File: src/rtl/pc_fetch_sequencer.sv
// Program counter owner and instruction fetch sequencer for the pipeline front end.
// Keeps at most one imem request outstanding, drops responses made stale by a
// redirect, and parks a response in a skid buffer while the hazard unit stalls.
module pc_fetch_sequencer #(
  parameter logic [31:0] RESET_PC = 32'h0000_0000
) (
  input  logic        clk,
  input  logic        rst,
  input  logic        redirect_valid,
  input  logic [31:0] redirect_target,
  input  logic        redirect_is_jalr,
  input  logic        stall,
  output logic        imem_req,
  output logic [31:0] imem_addr,
  input  logic        imem_gnt,
  input  logic        imem_rvalid,
  input  logic [31:0] imem_rdata,
  output logic        if_valid,
  output logic [31:0] if_pc,
  output logic [31:0] if_instr,
  output logic        flush
);

  localparam int unsigned XLEN = 32;

  typedef enum logic [2:0] {
    S_IDLE,
    S_REQ,
    S_WAIT,
    S_DROP,
    S_HOLD
  } state_e;

  state_e            state_q, state_d;
  logic [XLEN-1:0]   pc_q, pc_d;
  logic              req_q;
  logic              if_valid_q, if_valid_d;
  logic [XLEN-1:0]   if_pc_q, if_pc_d;
  logic [XLEN-1:0]   if_instr_q, if_instr_d;
  logic              flush_q, flush_d;
  logic [XLEN-1:0]   skid_pc_q, skid_pc_d;
  logic [XLEN-1:0]   skid_instr_q, skid_instr_d;
  logic [XLEN-1:0]   tgt;
  logic [XLEN-1:0]   pc_inc;

  assign imem_req  = req_q;
  assign imem_addr = pc_q;
  assign if_valid  = if_valid_q;
  assign if_pc     = if_pc_q;
  assign if_instr  = if_instr_q;
  assign flush     = flush_q;

  // Next-state, next-PC and IF/ID update; a redirect overrides everything else.
  always_comb begin
    tgt          = redirect_is_jalr ? (redirect_target & ~XLEN'(1)) : redirect_target;
    pc_inc       = pc_q + XLEN'(4);
    state_d      = state_q;
    pc_d         = pc_q;
    if_valid_d   = stall ? if_valid_q : 1'b0;
    if_pc_d      = if_pc_q;
    if_instr_d   = if_instr_q;
    skid_pc_d    = skid_pc_q;
    skid_instr_d = skid_instr_q;
    flush_d      = redirect_valid;

    unique case (state_q)
      S_IDLE: state_d = S_REQ;
      S_REQ: begin
        if (imem_gnt) state_d = S_WAIT;
      end
      S_WAIT: begin
        if (imem_rvalid) begin
          if (stall) begin
            skid_pc_d    = pc_q;
            skid_instr_d = imem_rdata;
            state_d      = S_HOLD;
          end else begin
            if_valid_d = 1'b1;
            if_pc_d    = pc_q;
            if_instr_d = imem_rdata;
            pc_d       = pc_inc;
            state_d    = S_REQ;
          end
        end
      end
      S_DROP: begin
        if (imem_rvalid) state_d = S_REQ;
      end
      S_HOLD: begin
        if (!stall) begin
          if_valid_d = 1'b1;
          if_pc_d    = skid_pc_q;
          if_instr_d = skid_instr_q;
          pc_d       = pc_inc;
          state_d    = S_REQ;
        end
      end
      default: state_d = S_IDLE;
    endcase

    if (redirect_valid) begin
      pc_d         = tgt;
      if_valid_d   = 1'b0;
      if_pc_d      = if_pc_q;
      if_instr_d   = if_instr_q;
      skid_pc_d    = skid_pc_q;
      skid_instr_d = skid_instr_q;
      case (state_q)
        S_REQ:   state_d = imem_gnt    ? S_DROP : S_REQ;
        S_WAIT:  state_d = imem_rvalid ? S_REQ  : S_DROP;
        S_DROP:  state_d = imem_rvalid ? S_REQ  : S_DROP;
        default: state_d = S_REQ;
      endcase
    end
  end

  // State, PC, IF/ID and skid registers.
  always_ff @(posedge clk or posedge rst) begin
    if (rst) begin
      state_q      <= S_IDLE;
      pc_q         <= RESET_PC;
      req_q        <= 1'b0;
      if_valid_q   <= 1'b0;
      if_pc_q      <= '0;
      if_instr_q   <= '0;
      flush_q      <= 1'b0;
      skid_pc_q    <= '0;
      skid_instr_q <= '0;
    end else begin
      state_q      <= state_d;
      pc_q         <= pc_d;
      req_q        <= (state_d == S_REQ);
      if_valid_q   <= if_valid_d;
      if_pc_q      <= if_pc_d;
      if_instr_q   <= if_instr_d;
      flush_q      <= flush_d;
      skid_pc_q    <= skid_pc_d;
      skid_instr_q <= skid_instr_d;
    end
  end

endmodule

File: config.mk
export PLATFORM = sky130hd
export DESIGN_NAME = pc_fetch_sequencer
export DESIGN_NICKNAME = d
export VERILOG_FILES = /design/src/rtl/pc_fetch_sequencer.sv
export SDC_FILE = /design/constraint.sdc
export NUM_CORES = 1
export LEC_CHECK = 0
export CAP_MARGIN = 15
export CORE_ASPECT_RATIO = 1.25
export CORE_UTILIZATION = 50
export DETAILED_ROUTE_END_ITERATION = 8
export DONT_BUFFER_PORTS = 1
export HOLD_SLACK_MARGIN = 0.05
export PLACE_DENSITY = 0.66
export RECOVER_POWER = 25
export SYNTH_ARGS = -nofsm -noshare
export SYNTH_HDL_FRONTEND = slang
export SYNTH_SLANG_ARGS = --single-unit
File: constraint.sdc
create_clock -name clk -period 7.9 [get_ports clk]
set_input_delay 1.58 -clock clk [delete_from_list [all_inputs] [get_ports clk]]
set_output_delay 1.58 -clock clk [all_outputs]
set_load 0.02 [all_outputs]
# Yosys cells after proc, flatten, opt, wreduce, memory -nomap -nowiden
# Cells that the tools add are included.
[totals]
output_inout_bits = 99
input_bits = 71
reg_bits = 166
[classes]
mux = 28
n_eq_ne = 9
n_reduce_logical = 7
bitwise_logic = 1
addsub = 1
[op_table]
columns = ["operator", "count"]
rows = [
  ["$mux 32", 9],
  ["$pmux 32 s2", 3],
  ["$add 32x3->32 const B", 1],
  ["$mux 3", 6],
  ["$pmux 3 s5", 1],
  ["$eq 3x1->1 const B", 2],
  ["$eq 3x2->1 const B", 2],
  ["$ne 2x2->1 const B", 3],
  ["$mux 1", 5],
  ["$reduce_and 5->1", 1],
  ["$mux 2", 2],
  ["$pmux 2 s2", 1],
  ["$reduce_and 4->1", 1],
  ["$eq 3x3->1 const B", 1],
  ["$logic_not 3->1", 1],
  ["$ne 3x3->1 const B", 1],
  ["$reduce_bool 3->1", 1],
  ["$pmux 1 s2", 1],
  ["$reduce_and 2->1", 1],
  ["$reduce_bool 2->1", 1],
  ["$reduce_or 2->1", 1],
  ["$not 1->1", 1],
]

# Depth between registers and ports, before layout
# Gate-level depths: netlist (run 1).
[logic_depth]
depth_word = 5
mapped_depth = 8
ltp_nobuf = 6

# Worst setup path before layout (run 1)
# Ideal clock, no wire load.
[synth_path]
path_kind = "input -> register"
start = "in imem_rvalid"
end = "reg skid_instr_q[10]"
path_buffers = 3
arrival_ns = 2.802
setup_time_ns = 0.125
required_ns = 7.775
setup_slack_ns = 4.973
stages = 6
cell_sequence = "nand3b_4 > or4_1 > buf_2 > buf_6 > buf_6 > mux2_4"
[synth_between]
elab_chain_len = 1
[synth_lines]
columns = ["item", "line", "rtl"]
rows = [
  ["start, declared", "16", "input logic imem_rvalid,"],
  ["$reduce_and 4->1 (no source line)", "-", ""],
  ["end signal, assigned", "138", "skid_instr_q <= skid_instr_d;"],
  ["end, declared", "42", "logic [XLEN-1:0] skid_instr_q, skid_instr_d;"],
]
# Every way passes these cells.
# A chain may end at the register's enable or synchronous reset.

==> flow_metrics.py, run 1 <==
metrics = {
    "yosys": {
        "ys_ff_latch": 166,
        "synth-edff-count": 0,
        "async_reset_ff_share_pct": 100.0,
        "syn_nets": 715,
        "synth_area_um2": 7477,
        "synthCells": 643,
        "synth.avg_cell_area_um2": 11.63,
        "ys_seq_area_share_pct": 55.56,
        "yosysWarnings": 0,
        "synthDistinctLibCells": 43,
        "yosys_most_used_dff": "dfrtp_1",
    },
    "global_routing": {
        "grtUsageTotal_pct": 21.19,
        "top_usage_layer": "met2",
        "grt_use_met2_pct": 34.90,
        "antenna_found_initial": 0,
        "grt_pass1_wl_um": 25430,
        "grt_pass1_vias": 4896,
        "met1_usage_pct": 25.18,
        "use_met3_pct": 8.042,
        "grt_max_degree": 96,
        "grt-ovfl-total": 0,
    },
    "clocking": {
        "cts_buffer_depth": 2,
        "h-tree-depth": 4,
        "tritoncts": "built",
        "clk_latency_ns": 0.42,
        "cts_setup_buffers": 0,
        "cts_root_buf": "clkbuf_16",
        "cts.sinks": 166,
        "path_clk_slew_ns": 0.06,
        "cts_hold_buf": 0,
        "numCtsBuffers": 17,
        "cts.repair.resized": 0,
    },
    "worst_setup_path": {
        "cp_top_family": "buffers and inverters",
        "path_max_fanout": 95,
        "cp-end-kind": "asynchronous set/reset pin",
        "critPathArrivalTime_ns": 4.93,
        "path_cells": "clkinvlp_2 > buf_4",
        "worst-path-buf-inv": 2,
        "worstPathRequired_ns": 8.33,
        "cp_slowest_cell": "clkinvlp_2",
        "criticalPathCategory": "in -> async",
        "cp-start-kind": "input port",
        "slowest_delay_ns": 2.23,
    },
    "floorplanning": {
        "rows": 49,
        "coreArea_um2": 14470,
        "chipHeight_um": 138.7,
        "die-area_um2": 15450,
        "initial_core_util_pct": 51.68,
        "pin_count": 170,
        "die_w_um": 111.4,
    },
    "placed_design": {
        "dpl.hpwl_um": 10040,
        "place.gp.congestion": 0.7617,
        "place_worst_setup_slack_ns": 4.443,
        "place_area_um2": 7520,
        "placement.io_buffers": 0,
    },
    "timing": {
        "rsz0062_at_grt": "false",
        "max_slew_margin_pct": -172.9,
        "fin_crit_sh_pct": 56.99,
        "finalSetupViolCount": 0,
        "clock.fmax_mhz": 222.1,
        "finalMaxSlewViolations": 96,
        "tightest_slew_ns": 4.071,
        "hold_slack_ns": 0.4808,
        "fin_skew_ns": 0.008336,
        "setup_slack_ns": 3.398,
        "finalHoldViolCount": 0,
        "final.min_clock_period_ns": 4.502,
        "setup_tns_ns": 0,
    },
    "route": {
        "drt_iter0_drc": 310,
        "vias": 4704,
        "wl_um": 15580,
        "drc": 22,
        "ant_nets": 0,
        "routed_via_density": 5.779,
        "drtPass1Iterations": 6,
        "wl_per_cell_um": 19.14,
    },
    "layout": {
        "syn2layout_area_growth_pct": 7.915,
        "final_cell_area_um2": 8069,
        "antenna-diode-count": 0,
        "nets": 697,
        "drive_above_1_share_pct": 15.88,
    },
    "pwr": {
        "p_leak_nw": 3.492,
        "power_per_cell_area_nw_per_um2": 320.0,
        "vdd_drop_max_mv": 0.1608,
    },
    "hold_path": {
        "hold_path.class": "reg -> reg",
    },
    "flow_run": {
        "drv_cap": 1,
    },
    "run_status": {
        "status": "finished with violations",
        "violations": "DRC, capacitance limit, slew limit",
    },
}
-- cell usage after synthesis (11+ instances only) --
cell     instances  area (µm²)
dfrtp_1        166        4154
nor2_1          70       262.8
o21ai_0         32       160.2
mux2_4          24       360.4
a21oi_1         67       335.3
nand3_1         11       55.05
mux2i_1         65       650.6
nand4_1         16       100.1
buf_2           29       145.1
mux2_2          38       427.9
xor2_1          23       201.4
nand2_1         41       153.9
-- metrics by stage --
step	total power, mW	util, %	instances
floorplan	1.722	-	643
global placement	1.794	51.97	783
detailed placement	1.827	51.97	783
CTS	2.613	55.77	813
global route	2.711	55.77	814
finish	2.582	55.77	814
-- worst reg2reg max path, delay by kind of cell (launching register included) --
family                 cells  cell delay, ns
DFF                        1            0.41
buffers and inverters      1            0.74
and+or+nand+nor            5            1.42
-- registers in the layout, indices dropped and copies added, names as in the netlist --
signal and count:
state_q 3, flush 1, skid_pc_q 32, if_instr 32
if_pc 32, imem_addr 32, skid_instr_q 32, if_valid 1
imem_req 1
-- cell type report --
cell class                 instances  area (µm²)
timing repair buffer               5       50.05
multi-input combinational        429        3069
fill                            1235        6400
clock buffer                      22       474.2
clock inverter                     8       75.07
inverter                           6       23.77
tap                              178       222.7
sequential                       166        4154
-- final timing paths --
path / cells past startpoint / end / slack (ns) / from
min reg2reg: 2 / skid_pc_q[0] / 0.48 / skid_pc_q[0]
max in group clk: 6 / imem_addr[31] / 4.63 / imem_rvalid
min in group asynchronous: 1 / if_instr[14] / 2.26 / rst
max: 2 / skid_pc_q[2] / 3.40 / rst
max reg2reg: 6 / imem_addr[31] / 5.27 / state_q[2]
min: 2 / skid_pc_q[0] / 0.48 / skid_pc_q[0]
-- layer usage --
metal | vias up | routed length (µm)
met3 | 19 | 1352
met1 | 2333 | 6273
met5 | - | 0
met4 | 0 | 248
met2 | 147 | 7704
li1 | 2205 | -
-- where the power goes --
group / internal (mW) / leakage, nW / total [mW] / switching, mW
clock network: 0.454 / 0.272 / 0.776 / 0.322
registers: 1.09 / 2.10 / 1.49 / 0.395
logic: 0.177 / 1.12 / 0.316 / 0.140
total: 1.73 / 3.49 / 2.58 / 0.856
-- cells by family after synthesis --
family	synth area share [%]
and+or+nand+nor	10.61
xor gates and xnor gates	3.163
adders and majority gates	0.1673
muxes	19.24
AOI/OAI and AO/OA	7.915
DFF	55.56
buffers and inverters	3.347
-- cell usage in the layout, fill, tap and decap left out, drive strengths merged, types with 2 or more instances in the layout --
cell,netlist,routed
mux2i,65,65
dfrtp,166,166
nand4,16,16
a211oi,3,3
buf,34,5
nand2b,2,2
clkinvlp,0,2
xor2,23,23
nand4b,2,2
and4,2,2
nor2,71,71
nor3,2,2
clkbuf,8,22
and2,2,2
o21ai,33,33
nand3b,3,3
nand3,11,11
nor2b,2,2
and3,5,5
nor4,2,2
clkinv,0,5
nand2,41,41
inv,6,6
mux2,62,62
xnor2,4,4
a21oi,68,68
No activity file was read; power rests on OpenSTA's default activity.
==> run 2: changes to the inputs <==
==> constraint.sdc (replaced) <==
create_clock -name clk -period 4.38 [get_ports clk]
set_input_delay 0.876 -clock clk [delete_from_list [all_inputs] [get_ports clk]]
set_output_delay 0.876 -clock clk [all_outputs]
set_load 0.02 [all_outputs]
==> flow_metrics.py, run 2 (synthesized netlist as in run 1, its figures left out) <==
metrics = {
    "run_status": {
        "status": "finished with violations",
        "violations": "DRC",
    },
    "timing": {
        "clock.fmax_mhz": 394.5,
        "setup_tns_ns": 0,
        "max_slew_margin_pct": 3.694,
        "setup_slack_ns": 1.845,
        "finalSetupViolCount": 0,
        "rsz0062_at_grt": "false",
        "finalHoldViolCount": 0,
        "finalMaxSlewViolations": 0,
        "hold_slack_ns": 0.4825,
        "fin_crit_sh_pct": 57.88,
        "fin_skew_ns": 0.005947,
        "final.min_clock_period_ns": 2.535,
        "tightest_slew_ns": 1.437,
    },
    "pwr": {
        "p_seq_share_pct": 55.9,
        "power_mw": 4.793,
        "p_leak_nw": 3.527,
        "power.switching_mw": 1.555,
        "power_per_cell_area_nw_per_um2": 588.9,
        "p_int_mw": 3.238,
        "comb_power_share_pct": 11.8,
        "vdd_drop_max_mv": 0.2668,
        "netSwitchingFraction_pct": 32.44,
        "p_clk_share_pct": 32.2,
    },
    "layout": {
        "nets": 696,
        "layout_commonest_cell": "dfrtp_1",
        "drive_above_1_share_pct": 16.17,
        "final_cell_area_um2": 8140,
        "syn2layout_area_growth_pct": 8.869,
        "antenna-diode-count": 0,
        "layout_common_cells": "166 x dfrtp_1, 70 x nor2_1, 68 x a21oi_1, 65 x mux2i_1, 41 x nand2_1",
        "fillers": 1234,
    },
    "clocking": {
        "cts_hold_buf": 0,
        "cts_root_buf": "clkbuf_16",
        "cts_setup_buffers": 0,
        "numCtsBuffers": 17,
        "h-tree-depth": 4,
        "tritoncts": "built",
        "cts_buffer_depth": 2,
        "clk_latency_ns": 0.42,
        "path_clk_slew_ns": 0.06,
        "cts.sinks": 166,
        "cts.repair.resized": 0,
    },
    "global_routing": {
        "grtUsageTotal_pct": 21.19,
        "grt_max_degree": 136,
        "grt-ovfl-total": 0,
        "grt_pass1_wl_um": 25610,
        "antenna_found_initial": 0,
        "grt_pass1_vias": 4881,
    },
    "worst_setup_path": {
        "reg2reg_depth": 6,
        "cp-start-kind": "flop",
        "cp-end-kind": "flop",
        "worstPathRequired_ns": 4.73,
        "critPathArrivalTime_ns": 2.89,
        "reg2reg_slack_ns": 1.84,
        "path_max_fanout": 85,
        "criticalPathCategory": "reg -> reg",
    },
    "floorplanning": {
        "die-area_um2": 15450,
        "initial_core_util_pct": 51.68,
        "chipHeight_um": 138.7,
        "rows": 49,
        "pin_count": 170,
        "coreArea_um2": 14470,
        "die_w_um": 111.4,
    },
    "route": {
        "drtPass1Iterations": 6,
        "wl_um": 15550,
        "drt_iter0_drc": 260,
        "vias": 4598,
        "ant_nets": 0,
        "wl_per_cell_um": 19.08,
        "drc": 26,
        "routed_via_density": 5.642,
    },
    "placed_design": {
        "place.gp.congestion": 0.7439,
        "placement.io_buffers": 0,
        "place_worst_setup_slack_ns": 1.710,
        "place_area_um2": 7543,
        "dpl.hpwl_um": 9980,
    },
    "flow_run": {
        "drv_cap": 0,
    },
    "hold_path": {
        "hold_path.class": "in -> reg",
        "hold_depth": 0,
    },
}
run 2: cell count changes in the layout (fill, tap and decap cells not counted), sizes merged:
cell,previous run,this run
buf,5,4
bufinv,1,3
clkbuf,22,21
clkinv,5,6
clkinvlp,2,1
inv,6,7
run 2: metrics by stage:
step | utilization (%) | instances
2_1_floorplan | - | 643
3_3_place_gp | 52.14 | 783
3_5_place_dp | 52.14 | 783
4_1_cts | 56.39 | 815
5_1_grt | 56.26 | 815
6_report | 56.26 | 815
run 2: area by class of cell:
type	count	area, µm²	share of cell area (%)
sequential	166	4154	51.03
multi-input combinational	429	3069	37.70
clock buffer	21	470.5	5.779
tap	178	222.7	2.736
clock inverter	11	145.1	1.783
timing repair buffer	4	55.05	0.6763
inverter	6	23.77	0.2920
run 2: layer usage:
metal	up-vias	track usage, %	routed length, µm
met4	0	7.539	250
met5	-	0	0
li1	2202	-	-
met2	132	34.44	7523
met1	2245	26.37	6525
met3	19	7.168	1248
run 2: final timing paths:
path,start,end
min,redirect_valid,flush
min in group asynchronous,rst,skid_instr_q[29]
max,state_q[2],imem_addr[31]
max in group asynchronous,rst,state_q[1]
min reg2reg,skid_pc_q[26],skid_pc_q[26]
max reg2reg,state_q[2],imem_addr[31]
run 2: critical path, cell delays in order, from the launching register on:
cell and delay (ns):
dfrtp_1 0.41, nand3b_1 0.38, and2_0 0.35, nor4_4 0.17, buf_4 0.67, or3b_1 0.40, nand3_1 0.09
run 2: power by group through the flow:
| stage | combinational, mW | clock [mW] | sequential (mW) |
|---|---|---|---|
| 2_1_floorplan | 0.512 | 0 | 2.60 |
| 3_3_place_gp | 0.544 | 0 | 2.69 |
| 3_5_place_dp | 0.581 | 0 | 2.71 |
| 4_1_cts | 0.582 | 1.58 | 2.69 |
| 5_1_grt | 0.652 | 1.64 | 2.73 |
| 6_report | 0.568 | 1.54 | 2.68 |
==> run 3: changes to the inputs <==
--- a/config.mk
+++ b/config.mk
@@ -11,7 +11,7 @@
 export DETAILED_ROUTE_END_ITERATION = 8
 export DONT_BUFFER_PORTS = 1
 export HOLD_SLACK_MARGIN = 0.05
-export PLACE_DENSITY = 0.66
+export PLACE_DENSITY = 0.69
 export RECOVER_POWER = 25
 export SYNTH_ARGS = -nofsm -noshare
 export SYNTH_HDL_FRONTEND = slang
==> constraint.sdc (replaced) <==
create_clock -name clk -period 2.12 [get_ports clk]
set_input_delay 0.424 -clock clk [delete_from_list [all_inputs] [get_ports clk]]
set_output_delay 0.424 -clock clk [all_outputs]
set_load 0.02 [all_outputs]
==> flow_metrics.py, run 3 (synthesized netlist as in run 1, its figures left out) <==
metrics = {
    "floorplanning": {
        "die-area_um2": 15450,
        "pin_count": 170,
        "rows": 49,
        "chipHeight_um": 138.7,
        "coreArea_um2": 14470,
        "initial_core_util_pct": 51.68,
        "die_w_um": 111.4,
    },
    "placed_design": {
        "place.gp.congestion": 0.7876,
        "place_worst_setup_slack_ns": 0.07848,
        "placement.io_buffers": 0,
        "dpl.hpwl_um": 11040,
    },
    "global_routing": {
        "met1_usage_pct": 26.75,
        "grt_use_met2_pct": 36.91,
        "grt-ovfl-total": 0,
        "use_met3_pct": 8.741,
        "grt_max_degree": 81,
        "grt_pass1_wl_um": 26770,
        "grtUsageTotal_pct": 22.26,
        "grt_pass1_vias": 5097,
        "top_usage_layer": "met2",
        "antenna_found_initial": 0,
    },
    "flow_run": {
        "drv_cap": 0,
    },
    "timing": {
        "final.min_clock_period_ns": 1.996,
        "rsz0062_at_grt": "false",
        "finalMaxSlewViolations": 0,
        "max_slew_margin_pct": 33.78,
        "finalHoldViolCount": 0,
        "hold_slack_ns": 0.07365,
        "fin_skew_ns": 0.01074,
        "setup_tns_ns": 0,
        "setup_slack_ns": 0.1238,
        "fin_crit_sh_pct": 94.16,
        "finalSetupViolCount": 0,
        "clock.fmax_mhz": 501.0,
        "tightest_slew_ns": 0.9932,
    },
    "layout": {
        "multi_input_comb_area_um2": 3088,
        "drive_above_1_share_pct": 20.65,
        "layout_commonest_cell": "dfrtp_1",
        "layout_common_cells": "166 x dfrtp_1, 70 x nor2_1, 67 x a21oi_1, 65 x mux2i_1, 41 x nand2_1",
        "nets": 737,
        "antenna-diode-count": 0,
        "syn2layout_area_growth_pct": 14.51,
        "fillers": 1197,
        "seq_area_um2": 4154,
    },
    "hold_path": {
        "hold_path.class": "in -> reg",
        "holdCritStartpoint": "redirect_valid",
        "hold_depth": 1,
        "min_to": "if_valid",
    },
    "route": {
        "drtPass1Iterations": 7,
        "wl_per_cell_um": 18.98,
        "routed_via_density": 5.721,
        "drc": 28,
        "ant_nets": 0,
        "wl_um": 16250,
        "drt_iter0_drc": 378,
        "vias": 4897,
    },
    "clocking": {
        "h-tree-depth": 4,
        "cts_buffer_depth": 2,
        "numCtsBuffers": 17,
        "cts_root_buf": "clkbuf_16",
        "clk_latency_ns": 0.42,
        "tritoncts": "built",
        "path_clk_slew_ns": 0.07,
        "cts.sinks": 166,
    },
    "pwr": {
        "power_mw": 10.34,
        "p_leak_nw": 3.769,
        "power_per_cell_area_nw_per_um2": 1208,
        "vdd_drop_max_mv": 0.5893,
    },
    "worst_setup_path": {
        "cp-end-kind": "flop",
        "cp-start-kind": "flop",
        "critPathArrivalTime_ns": 2.33,
        "worstPathRequired_ns": 2.45,
        "reg2reg_depth": 7,
        "regToRegEndpoint": "if_pc[12]",
        "reg2reg_slack_ns": 0.12,
        "criticalPathCategory": "reg -> reg",
        "path_max_fanout": 42,
        "r2r-start": "state_q[1]",
    },
    "run_status": {
        "status": "finished with violations",
        "violations": "DRC",
    },
}
==> run 3: through the flow <==
stage	instances	cell area [µm²]	util, %
2_1_floorplan	643	7481	-
3_3_place_gp	822	7886	54.51
3_5_place_dp	822	7886	54.51
4_1_cts	856	8581	59.30
5_1_grt	856	8562	59.18
6_report	856	8562	59.18
==> run 3: area by class of cell <==
type | instances | share of cell area (%)
sequential | 166 | 48.52
multi-input combinational | 429 | 36.07
inverter | 6 | 0.2777
clock buffer | 25 | 5.670
clock inverter | 7 | 2.207
timing repair buffer | 45 | 4.662
tap | 178 | 2.601
==> run 3: critical path, cell delays in order, from the launching register on <==
cell	delay, ns
dfrtp_1	0.45
nand2b_2	0.32
and2_1	0.23
nor4_4	0.25
buf_4	0.23
buf_12	0.20
nor2_1	0.06
a21oi_1	0.15
==> run 3: worst max path at each step <==
stage	cells after the start	slack [ns]	endpoint	startpoint
floorplan	1	-0.42	flush	rst
global placement	7	0.19	if_instr[5]	state_q[1]
detailed placement	7	0.08	if_pc[12]	state_q[1]
CTS	7	0.01	if_pc[12]	state_q[1]
global route	7	0.01	if_instr[1]	state_q[1]
finish	7	0.12	if_pc[12]	state_q[1]
==> run 3: repair_timing <==
item / in CTS / in global routing
setup endpoints to repair: 0 / 49
buffers inserted: 0 / 0
gates resized for setup: 0 / 1
hold buffers: 2 / 0
hold endpoints to repair: 9 / 0
==> run 3: report_power, final <==
group	internal [mW]	switching (mW)	leakage, nW	total (mW)
clock	2.31	1.21	0.326	3.52
combinational	0.730	0.669	1.34	1.40
sequential	4.08	1.34	2.10	5.42
total	7.12	3.22	3.77	10.3
==> run 3: metal layers <==
layer / routed length (µm) / vias up
met4: 193 / 0
met5: 0 / -
met2: 8039 / 157
li1: - / 2289
met3: 1553 / 17
met1: 6463 / 2434
